### src/rtl/da_pkg.sv
// Shared types and defaults for the display-adaptor ping-pong line-buffer scheduler.
package da_pkg;

  typedef enum logic [1:0] {
    BUF_EMPTY    = 2'b00,
    BUF_FILLING  = 2'b01,
    BUF_FULL     = 2'b10,
    BUF_DRAINING = 2'b11
  } buf_state_e;

  localparam int DA_PX_PER_LINE = 640;
  localparam int DA_ADDR_W      = 10;

  function automatic logic is_writable(buf_state_e s);
    return (s == BUF_EMPTY) || (s == BUF_FILLING);
  endfunction

endpackage

### src/rtl/da_buf_tracker.sv
// Lifecycle state and pixel counter for a single line buffer.
module da_buf_tracker
  import da_pkg::*;
#(
  parameter int PX_PER_LINE = DA_PX_PER_LINE,
  parameter int ADDR_W      = DA_ADDR_W
) (
  input  logic              clock_i,
  input  logic              reset_i,
  input  logic              wr_en_i,
  input  logic              rd_en_i,
  input  logic              start_i,
  input  logic              abort_i,
  output logic [1:0]        state_o,
  output logic [ADDR_W-1:0] addr_o,
  output logic              last_o
);

  localparam logic [ADDR_W-1:0] LAST_IDX = ADDR_W'(PX_PER_LINE - 1);

  buf_state_e        state_q, state_d;
  logic [ADDR_W-1:0] cnt_q, cnt_d;

  assign last_o  = (cnt_q == LAST_IDX);
  assign state_o = state_q;
  // A buffer is never filled and drained at once, so one counter addresses both sides.
  assign addr_o  = cnt_q;

  always_comb begin
    state_d = state_q;
    cnt_d   = cnt_q;
    if (abort_i) begin
      state_d = BUF_EMPTY;
      cnt_d   = '0;
    end else if (rd_en_i) begin
      if (last_o) begin
        state_d = BUF_EMPTY;
        cnt_d   = '0;
      end else begin
        cnt_d = cnt_q + 1'b1;
      end
    end else if (wr_en_i) begin
      if (last_o) begin
        state_d = BUF_FULL;
        cnt_d   = '0;
      end else begin
        state_d = BUF_FILLING;
        cnt_d   = cnt_q + 1'b1;
      end
    end else if (start_i) begin
      state_d = BUF_DRAINING;
    end
  end

  always_ff @(posedge clock_i) begin
    if (reset_i) begin
      state_q <= BUF_EMPTY;
      cnt_q   <= '0;
    end else begin
      state_q <= state_d;
      cnt_q   <= cnt_d;
    end
  end

endmodule

### src/rtl/da_buffer_scheduler.sv
// Ping-pong line-buffer scheduler between pixel filler and scan-out.
// Optional DA_UNDERRUN_COUNT_EN adds a saturating 16-bit underrun_count output.
module da_buffer_scheduler
  import da_pkg::*;
#(
  parameter int PX_PER_LINE = DA_PX_PER_LINE,
  parameter int ADDR_W      = DA_ADDR_W
) (
  input  logic              clock,
  input  logic              reset,
  input  logic              cs_display,
  input  logic              fill_valid,
  output logic              fill_ready,
  input  logic              line_start,
  input  logic              active,
  output logic              we0,
  output logic              we1,
  output logic              re0,
  output logic              re1,
  output logic [ADDR_W-1:0] addr0,
  output logic [ADDR_W-1:0] addr1,
  output logic              sel_buf1,
  output logic              sel_blank,
  output logic              buf0_empty,
  output logic              buf1_empty,
  output logic              underrun
`ifdef DA_UNDERRUN_COUNT_EN
  ,
  output logic [15:0]       underrun_count
`endif
);

  logic [1:0] st0_raw, st1_raw;
  buf_state_e st0, st1, wr_st, rd_st, ev_st;
  logic       last0, last1, wr_last, rd_last;
  logic       wr_sel_q, wr_sel_d, rd_sel_q, rd_sel_d;
  logic       sel_buf1_q, sel_buf1_d, sel_blank_q, sel_blank_d;
  logic       underrun_q, underrun_d;
  logic       en, accept, read, rd_done, ls, abort, eval_sel, start;

  assign st0     = buf_state_e'(st0_raw);
  assign st1     = buf_state_e'(st1_raw);
  assign en      = cs_display && !reset;
  assign wr_st   = wr_sel_q ? st1 : st0;
  assign rd_st   = rd_sel_q ? st1 : st0;
  assign wr_last = wr_sel_q ? last1 : last0;
  assign rd_last = rd_sel_q ? last1 : last0;

  assign fill_ready = en && is_writable(wr_st);
  assign accept     = fill_valid && fill_ready;
  assign read       = en && active && (rd_st == BUF_DRAINING);
  assign rd_done    = read && rd_last;

  // A short line retires the draining buffer and immediately offers the other one.
  assign ls       = en && line_start;
  assign abort    = ls && (rd_st == BUF_DRAINING);
  assign eval_sel = rd_sel_q ^ abort;
  assign ev_st    = eval_sel ? st1 : st0;
  assign start    = ls && (ev_st == BUF_FULL);

  assign we0 = accept && !wr_sel_q;
  assign we1 = accept && wr_sel_q;
  assign re0 = read && !rd_sel_q;
  assign re1 = read && rd_sel_q;

  da_buf_tracker #(.PX_PER_LINE(PX_PER_LINE), .ADDR_W(ADDR_W)) u_buf0 (
    .clock_i (clock),
    .reset_i (reset),
    .wr_en_i (we0),
    .rd_en_i (re0),
    .start_i (start && !eval_sel),
    .abort_i (abort && !rd_sel_q),
    .state_o (st0_raw),
    .addr_o  (addr0),
    .last_o  (last0)
  );

  da_buf_tracker #(.PX_PER_LINE(PX_PER_LINE), .ADDR_W(ADDR_W)) u_buf1 (
    .clock_i (clock),
    .reset_i (reset),
    .wr_en_i (we1),
    .rd_en_i (re1),
    .start_i (start && eval_sel),
    .abort_i (abort && rd_sel_q),
    .state_o (st1_raw),
    .addr_o  (addr1),
    .last_o  (last1)
  );

  always_comb begin
    wr_sel_d    = wr_sel_q ^ (accept && wr_last);
    rd_sel_d    = rd_sel_q ^ (abort || rd_done);
    sel_buf1_d  = sel_buf1_q;
    sel_blank_d = sel_blank_q;
    underrun_d  = 1'b0;
    if (rd_done) begin
      sel_blank_d = 1'b1;
    end
    if (ls) begin
      if (start) begin
        sel_buf1_d  = eval_sel;
        sel_blank_d = 1'b0;
      end else begin
        underrun_d  = 1'b1;
        sel_blank_d = 1'b1;
      end
    end
  end

  always_ff @(posedge clock) begin
    if (reset) begin
      wr_sel_q    <= 1'b0;
      rd_sel_q    <= 1'b0;
      sel_buf1_q  <= 1'b0;
      sel_blank_q <= 1'b1;
      underrun_q  <= 1'b0;
    end else begin
      wr_sel_q    <= wr_sel_d;
      rd_sel_q    <= rd_sel_d;
      sel_buf1_q  <= sel_buf1_d;
      sel_blank_q <= sel_blank_d;
      underrun_q  <= underrun_d;
    end
  end

  assign sel_buf1   = sel_buf1_q;
  assign sel_blank  = sel_blank_q || !cs_display;
  assign buf0_empty = (st0 == BUF_EMPTY);
  assign buf1_empty = (st1 == BUF_EMPTY);
  assign underrun   = underrun_q;

`ifdef DA_UNDERRUN_COUNT_EN
  logic [15:0] ucnt_q;

  always_ff @(posedge clock) begin
    if (reset) begin
      ucnt_q <= '0;
    end else if (underrun_d && (ucnt_q != 16'hFFFF)) begin
      ucnt_q <= ucnt_q + 16'd1;
    end
  end

  assign underrun_count = ucnt_q;
`endif

endmodule

### config.mk
export PLATFORM = sky130hd
export DESIGN_NAME = da_buffer_scheduler
export DESIGN_NICKNAME = d
export VERILOG_FILES = /design/src/rtl/da_pkg.sv /design/src/rtl/da_buf_tracker.sv /design/src/rtl/da_buffer_scheduler.sv
export SDC_FILE = /design/constraint.sdc
export NUM_CORES = 1
export LEC_CHECK = 0
export CAP_MARGIN = 40
export CORE_AREA = 2 2 66 55
export CTS_CLUSTER_DIAMETER = 120
export DETAILED_ROUTE_END_ITERATION = 8
export DIE_AREA = 0 0 68 57
export MAX_ROUTING_LAYER = met4
export PLACE_DENSITY = 0.76
export SLEW_MARGIN = 10
export SYNTH_ARGS = -nofsm -noshare
export SYNTH_HDL_FRONTEND = slang
export SYNTH_SLANG_ARGS = --single-unit
### constraint.sdc
create_clock -name clock -period 3 [get_ports clock]
set_clock_uncertainty 0.05 [all_clocks]
set_input_delay 0.9 -clock clock [delete_from_list [all_inputs] [get_ports clock]]
set_output_delay 0.9 -clock clock [all_outputs]
set_load 0.01 [all_outputs]
* Word-level counts from Yosys, hierarchy flattened
Cells that the tools add are included.
** Cells by class
- Eq/ne operators :: 7
- Magnitude comparators :: 0
- Bitwise gates (word level) :: 4
- Multiplexer cells :: 24
- Shifts and indexed selects :: 0
- Reduce and logical (&&, ||, !) cells :: 40
- Add/subtract/negate cells :: 2
- Div/mod/pow operators :: 0
- $mul :: 0
** Operator list (count)
- $mux 10 :: 6
- $mux 2 :: 13
- $add 10x1->10 const B :: 2
- $eq 10x10->1 const B :: 2
- $logic_and 1x1->1 :: 18
- $logic_not 2->1 :: 3
- $reduce_and 2->1 :: 3
- $reduce_bool 2->1 :: 3
- $reduce_bool 3->1 :: 2
- $reduce_or 2->1 :: 3
- $logic_not 1->1 :: 5
- $mux 1 :: 5
- $eq 2x2->1 const B :: 2
- $ne 2x1->1 const B :: 2
- $logic_or 1x1->1 :: 3
- $xor 1x1->1 :: 3
- $eq 2x1->1 const B :: 1
- $not 1->1 :: 1
** Storage, ports and cells
- Word-level logic and storage cells :: 86
- Bits in latches :: 0
- RAM bits :: 0
- Register bits :: 29
- Memories kept :: 0
- Bits in read-only memories :: 0
- Output and inout bits :: 30
- Bits of input ports :: 6

* Logic depth before layout (Yosys ltp)
Gate-level depths: netlist of run 1.
- Depth in word-level cells :: 12
- Mapped depth :: 8
- Gate-level depth less buffers :: 7

* Modules after synthesis
A second synthesis of run 1 with hierarchy kept.
** Second synthesis, totals
- Cells, all modules :: 176
- Area, all modules :: 1601.5 µm²
** Modules (own cells, without submodules)
- da_buf_tracker :: seq. area each 240.2 µm², area an instance 626.9 µm², instances 2, cells each 67
- da_buffer_scheduler :: seq. area each 100.1 µm², area an instance 347.8 µm², instances 1, cells each 42

* Worst setup path after synthesis of run 1
Ideal clock, no wire load.
- Path type :: input-to-reg
- Start point :: in reset
- End point :: reg sel_blank_q
- Arrival time :: 2315 ps
- Required time :: 2830 ps
- Buffers on the path :: 1
- Slack :: 516 ps
- Library setup time :: 120 ps
- Stages on the path :: 7
- Path through :: buf_2 -> nand3b_1 -> a21oi_1 -> ha_1 -> nor3b_1 -> nor3_1 -> a211o_1
** On the way
- Cells in the longest elaborated chain, start to end :: 10
- Elaborated cells between the ends (all ways) :: 14
- Classes of those cells :: eq/ne: 1; mux: 3; bitwise: 1; reduce/logical: 9
** RTL lines
- start: declaration :: line da_buffer_scheduler.sv:10 : input logic reset,
- $logic_not 1->1 :: line da_buffer_scheduler.sv:43 : assign en = cs_display && !reset;
- $logic_and 1x1->1 :: line da_buffer_scheduler.sv:43
- $logic_and 1x1->1 :: line da_buffer_scheduler.sv:55 : assign ls = en && line_start;
- $logic_and 1x1->1 :: line da_buffer_scheduler.sv:56 : assign abort = ls && (rd_st == BUF_DRAINING);
- $xor 1x1->1 :: line da_buffer_scheduler.sv:57 : assign eval_sel = rd_sel_q ^ abort;
- $mux 2 :: line da_buffer_scheduler.sv:58 : assign ev_st = eval_sel ? st1 : st0;
- $eq 2x2->1 :: line da_buffer_scheduler.sv:59 : assign start = ls && (ev_st == BUF_FULL);
- $logic_and 1x1->1 :: line da_buffer_scheduler.sv:59
- $mux 1 :: line da_buffer_scheduler.sv:100 : if (start) begin
- $mux 1 :: line da_buffer_scheduler.sv:99 : if (ls) begin
- end signal: assignment :: line da_buffer_scheduler.sv:121 : sel_blank_q <= sel_blank_d;
- end: declaration :: line da_buffer_scheduler.sv:37 : logic sel_buf1_q, sel_buf1_d, sel_blank_q, sel_blank_d;
Several ways; a longest one is shown, not always the timed one.
A chain may end at the register's enable or synchronous reset.

* Final worst setup path of run 1
- Start point :: in fill_valid
- End point :: out we0
** On the way
- Cells in the longest elaborated chain, start to end :: 2
** RTL lines
- start: declaration :: line da_buffer_scheduler.sv:12 : input logic fill_valid,
- $logic_and 1x1->1 :: line da_buffer_scheduler.sv:50 : assign accept = fill_valid && fill_ready;
- $logic_and 1x1->1 :: line da_buffer_scheduler.sv:61 : assign we0 = accept && !wr_sel_q;
- end: declaration :: line da_buffer_scheduler.sv:16 : output logic we0,
No other way between the ends.

==> results.cfg, run 1 <==
[logic_synthesis]
synth_commonest_cells = dfxtp_1 (29), a21oi_1 (25), nand2_1 (12)
syn-num-nets = 188
yosys.cell_count.top_type = dfxtp_1
synth_top_cell_by_area = dfxtp_1
netlist.area_leader.share = 0.385
syn_avg_cell_area_um2 = 8.47
synth-main-ff-cell = dfxtp_1
yosysWarnings = 0
ys_seq_area_frac = 0.385
syn_area_um2 = 1510
syn_inst = 178
ys_top_cells_by_area = dfxtp_1 (39%), a21oi_1 (8.3%), o31ai_1 (5.0%)
ys_async_sr_fraction = 0
ys_ff_latch = 29
synth_cell_types = 37
synth_edf_count = 0

[placed_design]
routabilityCongestion = 0.868
dp_hpwl_mm = 3.22
portBuffers = 35

[global_routing]
grt_overflow = 0
grt_pass1_wl_mm = 7.18
grt_max_degree = 12
antenna_found_initial = 0
grt_pass1_vias = 1604
grt_usage = 0.257

[floorplan]
dieArea_um2 = 3880
ios = 36
initial_core_util = 0.460
die_x_um = 68
die_height_um = 57
num_rows = 19
coreArea_um2 = 3280

[worst_setup_path]
r2r-start = u_buf1.addr_o[0]$_SDFFE_PP0N_
cp.arrival_ns = 1.97
r2r_end = u_buf1.state_o[0]$_SDFFE_PP0P_
worstPathRequired_ns = 2.05
path_class = in -> out
path_max_fanout = 5
rrSetupSlack_ns = 0.62
worst-r2r-cell-count = 5
cp-start-kind = primary input
cp-end-kind = primary output

[timing]
maxSlewViolCount = 0
worst_pin_slew_ns = 0.732
hold_viol = 0
slew_headroom = 0.511
final.setup.tns_ns = 0
max_freq_ghz = 0.342
rsz0062_at_grt = no
fin_crit_sh = 0.973
fin_crit_ns = 2.92
finalSetupViolations = 0

[power_and_ir_drop]
totalPowerFinal_w = 0.000875
power.static_leakage_nw = 0.763
powerDensity_nw_per_um2 = 400
ir_drop_v = 0.000296

[hold_path]
min_from = u_buf0.state_o[0]$_SDFFE_PP0P_
hp-class = reg -> reg
hold_depth = 2
min_to = u_buf0.state_o[0]$_SDFFE_PP0P_

[layout]
fillers = 275
fin_nets = 247
synthToLayoutAreaGrowth_pct = 45.1
n_antenna_cell = 0
final_layout_size_suffix_gt1_frac = 0.181

[clock_network]
hold_buffers = 0
cts_tree = done
h-tree-depth = 2
cts_made_buffers = 5
clockBufferDepth = 2
cts-root-buf = clkbuf_8
clock_latency_ns = 0.29
clkTransAtPathRegs_ns = 0.05
cts.sinks = 29

[run_status]
status = finished, final reports clean

[route]
drtAntennaViolNets = 0
via_per_inst = 5.86
drc = 0
routedWlPerCell_um = 15.4
initialDrtViolationCount = 83
wl_mm = 4.31
via_count = 1640
dr.pass1.iters = 5

[job]
cap_violations = 0
==> timing repair <==
action,in CTS,in global routing
setup buffers,0,0
resized for setup,19,0
hold endpoints to repair,0,0
setup endpoints to repair,6,0
==> metal layers <==
| layer | track usage | vias up | wire length [um] |
|---|---|---|---|
| li1 | - | 791 | - |
| met1 | 0.312 | 773 | 1850 |
| met2 | 0.381 | 65 | 2100 |
| met3 | 0.0888 | 11 | 260 |
| met4 | 0.117 | 0 | 97 |
| met5 | - | - | 0 |
==> state kept, by name, indices dropped and copies added, names as in the netlist <==
name and cells:
sel_blank_q 1, wr_sel_q 1, u_buf1.state_o 2, rd_sel_q 1
u_buf0.addr_o 10, sel_buf1 1, u_buf0.state_o 2, underrun 1
u_buf1.addr_o 10
==> final cells by class <==
cell class | count | area (um2) | area share
clock buffer | 7 | 86.3 | 0.0395
timing repair buffer | 58 | 536 | 0.245
multi-input combinational | 138 | 883 | 0.404
inverter | 5 | 18.8 | 0.00858
clock inverter | 1 | 30.0 | 0.0137
tap | 42 | 52.6 | 0.0240
sequential | 29 | 581 | 0.265
==> how the worst max path moves through the flow <==
| stage | from | to | slack, ns | cells after the start |
|---|---|---|---|---|
| after floorplan | reset | sel_blank_q$_SDFFE_PP1P_ | 0.52 | 7 |
| after global placement | cs_display | fill_ready | -0.30 | 4 |
| after detailed placement | cs_display | we0 | -0.33 | 5 |
| after CTS | fill_valid | we0 | 0.07 | 4 |
| after global routing | fill_valid | we0 | 0.03 | 4 |
| final | fill_valid | we0 | 0.08 | 4 |
==> cell usage in the layout (no fill, tap or decap), drive strengths merged, types with 6 or more instances in the layout <==
master	n
or4	9
nand2	12
dfxtp	29
nand3b	6
clkbuf	8
o31ai	10
o21ai	8
a21oi	25
nor2	10
or3	10
nand3	10
clkdlybuf4s50	27
buf	22
==> critical path, stage by stage <==
cell             delay, ns
clkdlybuf4s50_1       0.52
nand3b_4              0.12
nor2_1                0.15
dlygate4sd2_1         0.28
==> power breakdown <==
group,switching (W),internal [W]
clock network,0.000157,0.000270
registers,0.00000258,0.000388
logic,0.0000262,0.0000310
total,0.000186,0.000689
==> kinds of logic after synthesis <==
kind of cell,after synthesis,synth area share
simple gates,80,0.326
flops,29,0.385
buf+inv,11,0.0340
compound gates,53,0.215
mux,1,0.00664
fa+ha+maj,4,0.0332
==> per-stage QoR <==
step | worst slack (ns) | cells | cell area, um2 | util | hold WS [ns]
finish | 0.0801 | 280 | 2190 | 0.667 | 0.430
global route | 0.0334 | 280 | 2190 | 0.667 | 0.447
CTS | 0.0673 | 279 | 2180 | 0.665 | 0.429
detailed placement | -0.334 | 271 | 2060 | 0.627 | 0.420
global placement | -0.305 | 271 | 2060 | 0.627 | 0.415
floorplan | 0.516 | 178 | 1510 | - | 0.402
Power figures use the tool's default switching activity.
==> run 2, diff against run 1 <==
PLACE_DENSITY = 0.81   (was 0.76)
==> run 2 against run 1 <==
  * Routed wire length shrank 8.2%
  * Highest routed layer unchanged
  * Critical path type unchanged
  * Final cell count shrank 0.36%
  * Global-route usage shrank 2.3 points
==> results.cfg, run 2 (synthesized netlist as in run 1, its figures left out) <==
[run_status]
status = finished, final reports clean

[power_and_ir_drop]
power.static_leakage_nw = 0.765
ir_drop_v = 0.000302
seq_power_share = 0.485
clockPowerShare = 0.447
sw_frac_of_total = 0.225
powerDensity_nw_per_um2 = 375
p_int_w = 0.000624
power.switching_w = 0.000181
combPwrFrac = 0.068
totalPowerFinal_w = 0.000805

[placed_design]
dp.cells = 271
place_area_um2 = 2040
dp_slack_ns = -0.433
portBuffers = 35
dp_hpwl_mm = 2.89
routabilityCongestion = 0.933

[worst_setup_path]
cp.arrival_ns = 2.02
rrSetupSlack_ns = 0.67
worstPathRequired_ns = 2.05
cp-end-kind = primary output
path_class = in -> out
path_max_fanout = 4
cp-start-kind = primary input
r2r-start = u_buf1.addr_o[0]$_SDFFE_PP0N_
critPathLaunch = fill_valid

[timing]
maxSlewViolCount = 0
holdWs_ns = 0.433
worst_pin_slew_ns = 0.717
slew_headroom = 0.521
max_freq_ghz = 0.337
hold_viol = 0
finalSetupViolations = 0
setup_slack_ns = 0.0337
fin_crit_ns = 2.97
rsz0062_at_grt = no
fin_crit_sh = 0.989

[floorplan]
coreArea_um2 = 3280
die_height_um = 57
die_x_um = 68
num_rows = 19
initial_core_util = 0.460
ios = 36
dieArea_um2 = 3880

[clock_network]
cts_tree = done
h-tree-depth = 2
cts_made_buffers = 5
cts.sinks = 29
cts-root-buf = clkbuf_8
clock_latency_ns = 0.29
clockBufferDepth = 2
post_cts_buffers = 0
clkTransAtPathRegs_ns = 0.06

[global_routing]
antenna_found_initial = 0
grt_pass1_vias = 1479
grt_overflow = 0
grt_max_degree = 15
grt_pass1_wl_mm = 6.73
grt_usage = 0.234

[route]
via_per_inst = 5.63
dr.pass1.iters = 4
wl_mm = 3.95
initialDrtViolationCount = 120
drtAntennaViolNets = 0
via_count = 1571
routedWlPerCell_um = 14.2
drc = 0

[layout]
fin_area_um2 = 2150
final_cell_mix = dfxtp_1 (29), clkdlybuf4s50_1 (27), a21oi_1 (25)
fin_cells = 279
fin_nets = 246
n_antenna_cell = 0
final_common_cell = dfxtp_1
fillers = 275
final_layout_size_suffix_gt1_frac = 0.173
synthToLayoutAreaGrowth_pct = 42.5

[hold_path]
hp-class = reg -> reg
min_from = u_buf0.state_o[0]$_SDFFE_PP0P_

[job]
cap_violations = 0
==> run 2: path summary, 6_finish.rpt <==
path,cells past startpoint,endpoint
max,4,we1
min,2,u_buf0.state_o[0]$_SDFFE_PP0P_
max reg2reg,5,u_buf1.addr_o[7]$_SDFFE_PP0N_
min reg2reg,2,u_buf0.state_o[0]$_SDFFE_PP0P_
==> run 2: what timing repair did <==
action	CTS	global route
gates resized for setup	11	2
setup endpoints to repair	6	2
hold buffers	0	0
==> run 2: worst max-delay path, stage by stage <==
cell             delay (ns)
clkdlybuf4s50_1        0.52
nand3b_4               0.12
nor2_2                 0.18
dlygate4sd2_1          0.29
==> run 2: routing by layer <==
layer  share of wire  GRT usage  up-vias
li1                -          -      790
met5               0          -        -
met3           0.049     0.0473        9
met1            0.52      0.336      734
met2            0.42      0.318       38
met4           0.020     0.0971        0
==> run 2: layout make-up <==
class / count / area, um2 / area share
flip-flops and latches: 29 / 581 / 0.270
repair buffers: 57 / 509 / 0.237
clock buffers: 7 / 96.3 / 0.0448
multi-input cells: 138 / 886 / 0.412
clock inverters: 1 / 5.00 / 0.00233
inverters: 5 / 18.8 / 0.00874
well taps: 42 / 52.6 / 0.0245
==> run 2: power by group through the flow <==
stage,logic (W),registers [W],clock network [W]
after floorplan,0.0000224,0.000399,0
after global placement,0.0000548,0.000399,0
after detailed placement,0.0000560,0.000399,0
after CTS,0.0000550,0.000390,0.000365
after global routing,0.0000592,0.000390,0.000378
final,0.0000550,0.000390,0.000360
==> run 2: stage by stage <==
step | TNS (ns) | util
after floorplan | 0 | -
after global placement | -2.48 | 0.623
after detailed placement | -2.91 | 0.623
after CTS | 0 | 0.653
after global routing | 0 | 0.655
final | 0 | 0.655
